$ cat src/rtl/mc_ctrl_fsm_pkg.sv
// Shared opcodes, control encodings and types for the multi-cycle RV32I control FSM.
package mc_ctrl_fsm_pkg;

  localparam logic [6:0] OP_RTYPE  = 7'b0110011;
  localparam logic [6:0] OP_ITYPE  = 7'b0010011;
  localparam logic [6:0] OP_LOAD   = 7'b0000011;
  localparam logic [6:0] OP_STORE  = 7'b0100011;
  localparam logic [6:0] OP_BRANCH = 7'b1100011;
  localparam logic [6:0] OP_JAL    = 7'b1101111;
  localparam logic [6:0] OP_JALR   = 7'b1100111;
  localparam logic [6:0] OP_LUI    = 7'b0110111;

  localparam logic [2:0] EXT_I = 3'd0;
  localparam logic [2:0] EXT_S = 3'd1;
  localparam logic [2:0] EXT_B = 3'd2;
  localparam logic [2:0] EXT_J = 3'd3;
  localparam logic [2:0] EXT_U = 3'd4;

  localparam logic [4:0] ALU_ADD = 5'b00011;
  localparam logic [4:0] ALU_SUB = 5'b00100;

  localparam logic [1:0] WD_ALU = 2'd0;
  localparam logic [1:0] WD_MEM = 2'd1;
  localparam logic [1:0] WD_PC4 = 2'd2;

  localparam logic [1:0] NPC_PC4  = 2'd0;
  localparam logic [1:0] NPC_BR   = 2'd1;
  localparam logic [1:0] NPC_JAL  = 2'd2;
  localparam logic [1:0] NPC_JALR = 2'd3;

  localparam logic [2:0] F3_BEQ = 3'b000;
  localparam logic [2:0] F3_BNE = 3'b001;
  localparam logic [2:0] F3_ADD = 3'b000;
  localparam logic [6:0] F7_SUB = 7'b0100000;

  typedef enum logic [2:0] {
    IDLE, FETCH, DECODE, EXEC, MEM, WB, TRAP
  } state_t;

  typedef struct packed {
    logic rtype;
    logic itype;
    logic lui;
    logic load;
    logic store;
    logic branch;
    logic jal;
    logic jalr;
    logic illegal;
  } ins_cls_t;

  function automatic logic branch_taken(input logic [2:0] funct3, input logic zero);
    return ((funct3 == F3_BEQ) && zero) || ((funct3 == F3_BNE) && !zero);
  endfunction

endpackage

$ cat src/rtl/mc_ctrl_fsm_if.sv
// Unified memory request port shared by instruction fetch and load/store.
interface mc_ctrl_fsm_if;
  logic mem_req;
  logic mem_we;
  logic mem_rdy;

  modport master (output mem_req, output mem_we, input mem_rdy);
  modport slave  (input mem_req, input mem_we, output mem_rdy);
endinterface

$ cat src/rtl/mc_ctrl_fsm_dec.sv
// Combinational instruction-class decode: class flags, ALUOp, EXTOp and ALUSrc from IR fields.
module mc_ctrl_dec
  import mc_ctrl_fsm_pkg::*;
(
  input  logic [6:0] op_i,
  input  logic [6:0] funct7_i,
  input  logic [2:0] funct3_i,
  output ins_cls_t   cls_o,
  output logic [4:0] alu_op_o,
  output logic [2:0] ext_op_o,
  output logic       alu_src_o
);

  always_comb begin
    cls_o     = '0;
    alu_op_o  = ALU_ADD;
    ext_op_o  = EXT_I;
    alu_src_o = 1'b0;
    unique case (op_i)
      OP_RTYPE: begin
        cls_o.rtype = 1'b1;
        if (funct7_i == F7_SUB && funct3_i == F3_ADD) alu_op_o = ALU_SUB;
      end
      OP_ITYPE: begin
        cls_o.itype = 1'b1;
        alu_src_o   = 1'b1;
      end
      OP_LUI: begin
        cls_o.lui = 1'b1;
        ext_op_o  = EXT_U;
        alu_src_o = 1'b1;
      end
      OP_LOAD: begin
        cls_o.load = 1'b1;
        alu_src_o  = 1'b1;
      end
      OP_STORE: begin
        cls_o.store = 1'b1;
        ext_op_o    = EXT_S;
        alu_src_o   = 1'b1;
      end
      OP_BRANCH: begin
        cls_o.branch = 1'b1;
        ext_op_o     = EXT_B;
        alu_op_o     = ALU_SUB;
      end
      OP_JAL: begin
        cls_o.jal = 1'b1;
        ext_op_o  = EXT_J;
      end
      OP_JALR: begin
        cls_o.jalr = 1'b1;
        alu_src_o  = 1'b1;
      end
      default: cls_o.illegal = 1'b1;
    endcase
  end

endmodule

$ cat src/rtl/mc_ctrl_fsm.sv
// Multi-cycle RV32I control sequencer (IDLE/FETCH/DECODE/EXEC/MEM/WB).
// Define MC_CTRL_ILLEGAL_TRAP_EN to trap unknown opcodes in TRAP with an illegal output.
module mc_ctrl_fsm
  import mc_ctrl_fsm_pkg::*;
#(
  parameter int unsigned RST_IDLE_CYC = 1
) (
  input  logic             clk,
  input  logic             rstn,
  input  logic [6:0]       Op,
  input  logic [6:0]       Funct7,
  input  logic [2:0]       Funct3,
  input  logic             Zero,
  mc_ctrl_fsm_if.master    mem,
  output logic             ir_we,
  output logic             pc_we,
  output logic             RegWrite,
  output logic [2:0]       EXTOp,
  output logic [4:0]       ALUOp,
  output logic             ALUSrc,
  output logic [2:0]       DMType,
  output logic [1:0]       WDSel,
  output logic [1:0]       NPCOp,
`ifdef MC_CTRL_ILLEGAL_TRAP_EN
  output logic             illegal,
`endif
  output logic             instr_done
);

  localparam int unsigned CW = (RST_IDLE_CYC > 1) ? $clog2(RST_IDLE_CYC) : 1;
  localparam logic [CW-1:0] CNT_LAST = CW'(RST_IDLE_CYC - 1);

  state_t        state_q, state_d;
  logic [CW-1:0] cnt_q, cnt_d;

  ins_cls_t   cls;
  logic [4:0] dec_alu_op;
  logic [2:0] dec_ext_op;
  logic       dec_alu_src;
  logic       mem_req_c, mem_we_c;

  mc_ctrl_dec u_dec (
    .op_i      (Op),
    .funct7_i  (Funct7),
    .funct3_i  (Funct3),
    .cls_o     (cls),
    .alu_op_o  (dec_alu_op),
    .ext_op_o  (dec_ext_op),
    .alu_src_o (dec_alu_src)
  );

  always_comb begin
    state_d = state_q;
    cnt_d   = cnt_q;
    unique case (state_q)
      IDLE: begin
        if (cnt_q == CNT_LAST) begin
          cnt_d   = '0;
          state_d = FETCH;
        end else begin
          cnt_d = cnt_q + CW'(1);
        end
      end
      FETCH:  if (mem.mem_rdy) state_d = DECODE;
      DECODE: begin
        if (cls.illegal) begin
`ifdef MC_CTRL_ILLEGAL_TRAP_EN
          state_d = TRAP;
`else
          state_d = WB;
`endif
        end else begin
          state_d = EXEC;
        end
      end
      EXEC: begin
        if (cls.load || cls.store)                                  state_d = MEM;
        else if (cls.branch)                                        state_d = FETCH;
        else if (cls.rtype || cls.itype || cls.lui || cls.jal || cls.jalr) state_d = WB;
        else                                                        state_d = FETCH;
      end
      MEM: if (mem.mem_rdy) state_d = cls.store ? FETCH : WB;
      WB:     state_d = FETCH;
      TRAP:   state_d = TRAP;
      default: state_d = IDLE;
    endcase
  end

  always_ff @(posedge clk or negedge rstn) begin
    if (!rstn) begin
      state_q <= IDLE;
      cnt_q   <= '0;
    end else begin
      state_q <= state_d;
      cnt_q   <= cnt_d;
    end
  end

  // Outputs decode from the state register; mem_rdy only gates the completion strobes.
  always_comb begin
    mem_req_c  = 1'b0;
    mem_we_c   = 1'b0;
    ir_we      = 1'b0;
    pc_we      = 1'b0;
    RegWrite   = 1'b0;
    EXTOp      = EXT_I;
    ALUOp      = '0;
    ALUSrc     = 1'b0;
    DMType     = '0;
    WDSel      = WD_ALU;
    NPCOp      = NPC_PC4;
    instr_done = 1'b0;
`ifdef MC_CTRL_ILLEGAL_TRAP_EN
    illegal    = 1'b0;
`endif
    unique case (state_q)
      FETCH: begin
        mem_req_c = 1'b1;
        ir_we     = mem.mem_rdy;
      end
      DECODE: begin
        EXTOp  = dec_ext_op;
        ALUSrc = dec_alu_src;
      end
      EXEC: begin
        EXTOp  = dec_ext_op;
        ALUSrc = dec_alu_src;
        ALUOp  = dec_alu_op;
        if (cls.branch) begin
          pc_we      = 1'b1;
          instr_done = 1'b1;
          NPCOp      = branch_taken(Funct3, Zero) ? NPC_BR : NPC_PC4;
        end
      end
      MEM: begin
        EXTOp     = dec_ext_op;
        ALUSrc    = dec_alu_src;
        mem_req_c = 1'b1;
        mem_we_c  = cls.store;
        DMType    = Funct3;
        if (cls.store && mem.mem_rdy) begin
          pc_we      = 1'b1;
          instr_done = 1'b1;
        end
      end
      WB: begin
        EXTOp      = dec_ext_op;
        ALUSrc     = dec_alu_src;
        RegWrite   = !cls.illegal;
        pc_we      = 1'b1;
        instr_done = 1'b1;
        if (cls.load)                 WDSel = WD_MEM;
        else if (cls.jal || cls.jalr) WDSel = WD_PC4;
        if (cls.jal)                  NPCOp = NPC_JAL;
        else if (cls.jalr)            NPCOp = NPC_JALR;
      end
      TRAP: begin
`ifdef MC_CTRL_ILLEGAL_TRAP_EN
        illegal = 1'b1;
`endif
      end
      default: ;
    endcase
  end

  assign mem.mem_req = mem_req_c;
  assign mem.mem_we  = mem_we_c;

endmodule

$ cat src/flat_wrapper.sv
// flat-port wrapper written by rule: the top's interface ports become plain ports
module mc_ctrl_fsm_flat import mc_ctrl_fsm_pkg::*;
#(
  parameter int unsigned RST_IDLE_CYC = 1
)
  (clk, rstn, Op, Funct7, Funct3, Zero, ir_we, pc_we, RegWrite, EXTOp, ALUOp, ALUSrc, DMType, WDSel, NPCOp, instr_done, mem_mem_req, mem_mem_we, mem_mem_rdy);
  mc_ctrl_fsm_if mem_i ();
  input  logic clk;
  input  logic rstn;
  input  logic [6:0] Op;
  input  logic [6:0] Funct7;
  input  logic [2:0] Funct3;
  input  logic Zero;
  output logic ir_we;
  output logic pc_we;
  output logic RegWrite;
  output logic [2:0] EXTOp;
  output logic [4:0] ALUOp;
  output logic ALUSrc;
  output logic [2:0] DMType;
  output logic [1:0] WDSel;
  output logic [1:0] NPCOp;
  output logic instr_done;
  output wire logic [$bits(mem_i.mem_req)-1:0] mem_mem_req;
  output wire logic [$bits(mem_i.mem_we)-1:0] mem_mem_we;
  input wire logic [$bits(mem_i.mem_rdy)-1:0] mem_mem_rdy;
  assign mem_mem_req = mem_i.mem_req;
  assign mem_mem_we = mem_i.mem_we;
  assign mem_i.mem_rdy = mem_mem_rdy;
  mc_ctrl_fsm #(.RST_IDLE_CYC(RST_IDLE_CYC)) u_core (.clk(clk), .rstn(rstn), .Op(Op), .Funct7(Funct7), .Funct3(Funct3), .Zero(Zero), .mem(mem_i), .ir_we(ir_we), .pc_we(pc_we), .RegWrite(RegWrite), .EXTOp(EXTOp), .ALUOp(ALUOp), .ALUSrc(ALUSrc), .DMType(DMType), .WDSel(WDSel), .NPCOp(NPCOp), .instr_done(instr_done));
endmodule
$ cat config.mk
export PLATFORM = sky130hd
export DESIGN_NAME = mc_ctrl_fsm_flat
export DESIGN_NICKNAME = d
export VERILOG_FILES = /design/src/rtl/mc_ctrl_fsm_pkg.sv /design/src/rtl/mc_ctrl_fsm_if.sv /design/src/rtl/mc_ctrl_fsm_dec.sv /design/src/rtl/mc_ctrl_fsm.sv /design/src/flat_wrapper.sv
export SDC_FILE = /design/constraint.sdc
export NUM_CORES = 1
export LEC_CHECK = 0
export CAP_MARGIN = 20
export CORE_UTILIZATION = 35
export CTS_BUF_LIST = sky130_fd_sc_hd__clkbuf_8
export CTS_CLUSTER_DIAMETER = 40
export DETAILED_ROUTE_END_ITERATION = 7
export GPL_TIMING_DRIVEN = 0
export PLACE_DENSITY = 0.77
export REMOVE_ABC_BUFFERS = 1
export SLEW_MARGIN = 30
export SYNTH_ARGS = -nofsm -noshare
export SYNTH_HDL_FRONTEND = slang
export SYNTH_SLANG_ARGS = --single-unit
export TNS_END_PERCENT = 20
$ cat constraint.sdc
create_clock -name clk -period 1.9 [get_ports clk]
set_clock_uncertainty 0.1 [all_clocks]
set_input_delay 0.38 -clock clk [delete_from_list [all_inputs] [get_ports clk]]
set_output_delay 0.38 -clock clk [all_outputs]
set_load 0.03 [all_outputs]
==> summary.txt, run 1 <==
Routed Antenna Nets: 0
worst skew pair latency: 0.22 ns
FF/Latch Area: 78.8 µm²
CP Data Required Time: 1.42 ns
reg2reg start: u_core.state_q[1]$_DFFE_PN0P_
commonest cells after routing, fill and taps aside: buf_4 (21), nor2_1 (11), buf_2 (10)
r2r setup slk: 0.45 ns
RSZ-0062 raised after global routing: true
clock buffer depth: 2
number of global-route vias before repair: 907
Initial Util: 0.390
CTS H-tree lvls: 1
Ant. Diodes: 0
Worst Setup End Kind: output pin
Most flops, register: u_core.state_q
total grt overflow: 0
Worst Path Arrival: 1.52 ns
Die W: 43.9 µm
PnR worst setup slack: -0.103 ns
DP Area: 975 µm²
yosys warns: 0
drt initial violations: 24
mean routed wirelength per cell: 14.4 µm
commonest non-fill, non-tap cell in the layout: buf_4
CP Max Fanout: 6
total wire length: 2280 µm
Num CTS Buffers: 3
max FFs per register: 3
status: finished, violations left
#FFs+latches synth: 3
FMAX: 499 MHz
Final Slew Violations: 0
final setup vio count: 8
initial antenna violation count: 0
Die H: 43.9 µm
CP Class: flip-flop to output pin
R2R depth: 5
Max IR drop VDD: 0.503 mV
routability congestion estimate from global placement: 0.838
largest net degree at the start of global routing: 16
Reg2Reg Capture Point: u_core.state_q[2]$_DFFE_PN0P_
Design Power: 1.09 mW
Final Instance Area: 1140 µm²
Mapped Cells: 93
hold_ws: 0.248 ns
Hold Violations, Final: 0
DRC viols: 0
Synth-to-Final Area Change: 85.2%
Tmin final: 2.00 ns
first-pass GRT wire length: 3780 µm
Synth Flop Type: dfrtp_1
Clock Pin Slew Worst Setup and Hold Paths: 0.03 ns
Avg Inst Size Synth: 6.62 µm²
via-per-instance ratio: 5.59
overall via count from detail_route: 884
core area: 1580 µm²
DIE AREA: 1930 µm²
worst slack, placed: -1.11 ns
area of the multi-input gates: 542 µm²
Static Leak: 0.511 nW
sequential area share after synthesis: 0.122
Final period util: 1.05
Distinct cells, synth: 34
clock sink count: 3
Port Buf Inserts: 40
Async S/R FF share, synth: 1.00
Clock Tree Root: clkbuf_8
PD cells: 958 nW/µm²
share of cells above drive strength 1: 0.437
Final HPWL DP: 1470 µm
row count: 14
io pins: 43
failing checks: negative setup slack
Worst Setup EP: instr_done
Startpoint Class: flip-flop
Inst Count DP: 140
Critical Path Source: u_core.state_q[2]$_DFFE_PN0P_
Min-Delay Path Class: primary input to async pin
Tot GR Track Use: 0.258
Hold Buf Count CTS: 0
Fill cells: 153
Cell Area, Synth: 616 µm²
EDFF count, synth: 0
number of max-cap violations: 0
post-layout net count: 164
largest registers: u_core.state_q x3
CTS tree: done
non-filler cells, final: 158
DR pass1 iterations: 4
==> worst min-delay path by stage <==
stage,startpoint,to
after floorplan,rstn,u_core.state_q[0]$_DFFE_PN0P_
after global placement,rstn,u_core.state_q[1]$_DFFE_PN0P_
after detailed placement,rstn,u_core.state_q[0]$_DFFE_PN0P_
after CTS,rstn,u_core.state_q[0]$_DFFE_PN0P_
after global routing,rstn,u_core.state_q[0]$_DFFE_PN0P_
final,rstn,u_core.state_q[0]$_DFFE_PN0P_
==> metrics by stage <==
step | util | TNS, ns
floorplan | - | -1.46
global placement | 0.618 | -16.37
detailed placement | 0.618 | -16.65
CTS | 0.717 | -0.319
global route | 0.723 | -1.43
finish | 0.723 | -0.427
==> layout make-up <==
| type | count | area share |
|---|---|---|
| clock buffer | 3 | 0.0362 |
| clock inverter | 1 | 0.00329 |
| inverter | 5 | 0.0165 |
| multi-input combinational | 76 | 0.475 |
| sequential | 3 | 0.0692 |
| tap | 16 | 0.0176 |
| timing repair buffer | 54 | 0.382 |
==> synthesized netlist by cell type, drive strengths merged, types with 2 or more instances <==
cell,instances,area (µm²)
a211o,2,17.5
a211oi,3,22.5
a21oi,2,10.0
a31oi,3,18.8
and2,3,18.8
buf,9,61.3
dfrtp,3,75.1
inv,5,18.8
nand2,4,15.0
nand2b,5,31.3
nand3,4,20.0
nand3b,3,22.5
nor2,13,48.8
nor2b,3,18.8
nor3,8,40.0
nor4,2,12.5
nor4b,2,17.5
o21ai,2,10.0
or3,2,12.5
xor2,4,35.0
==> logic make-up (layout without fill, tap and decap cells) <==
logic type,Yosys count,count (layout),synth area share
buf+inv,15,63,0.136
other cells,1,2,0.00609
compound gates,16,16,0.187
xor+xnor,4,4,0.0569
simple gates,54,54,0.492
flops,3,3,0.122
==> layer usage <==
metal / global-route usage / up-vias / part of all wire
li1: - / 428 / -
met3: 0.0125 / 2 / 0.045
met1: 0.299 / 420 / 0.40
met4: 0.103 / 0 / 0.0066
met2: 0.490 / 34 / 0.55
met5: 0 / - / 0
==> where the power goes <==
group          internal (mW)  switching (mW)
logic                  0.317           0.443
registers              0.102          0.0479
clock network          0.138          0.0453
total                  0.556           0.536
==> critical path, cell delays in order, from the launching register on <==
cell and delay, ns:
dfrtp_2 0.45, nand3b_1 0.19, buf_4 0.18, inv_2 0.03, a221o_1 0.30, buf_6 0.15
==> what timing repair did <==
action / in CTS / in global routing
buffers inserted: 14 / 0
pin swaps: 12 / 3
endpoints found under the setup margin: 21 / 15
resized for setup: 179 / 7
(Power assumes the default switching activity.)
==> inputs of run 2 (changes only) <==
CTS_CLUSTER_DIAMETER = unset   (was 40)
==> results of run 2 <==
The final DEF is identical to that of run 1; final timing and power are the same.
==> inputs of run 3 (changes only) <==
CTS_CLUSTER_SIZE = 25   (was unset)
==> results of run 3 <==
The final DEF is identical to that of run 1; final timing and power are the same.
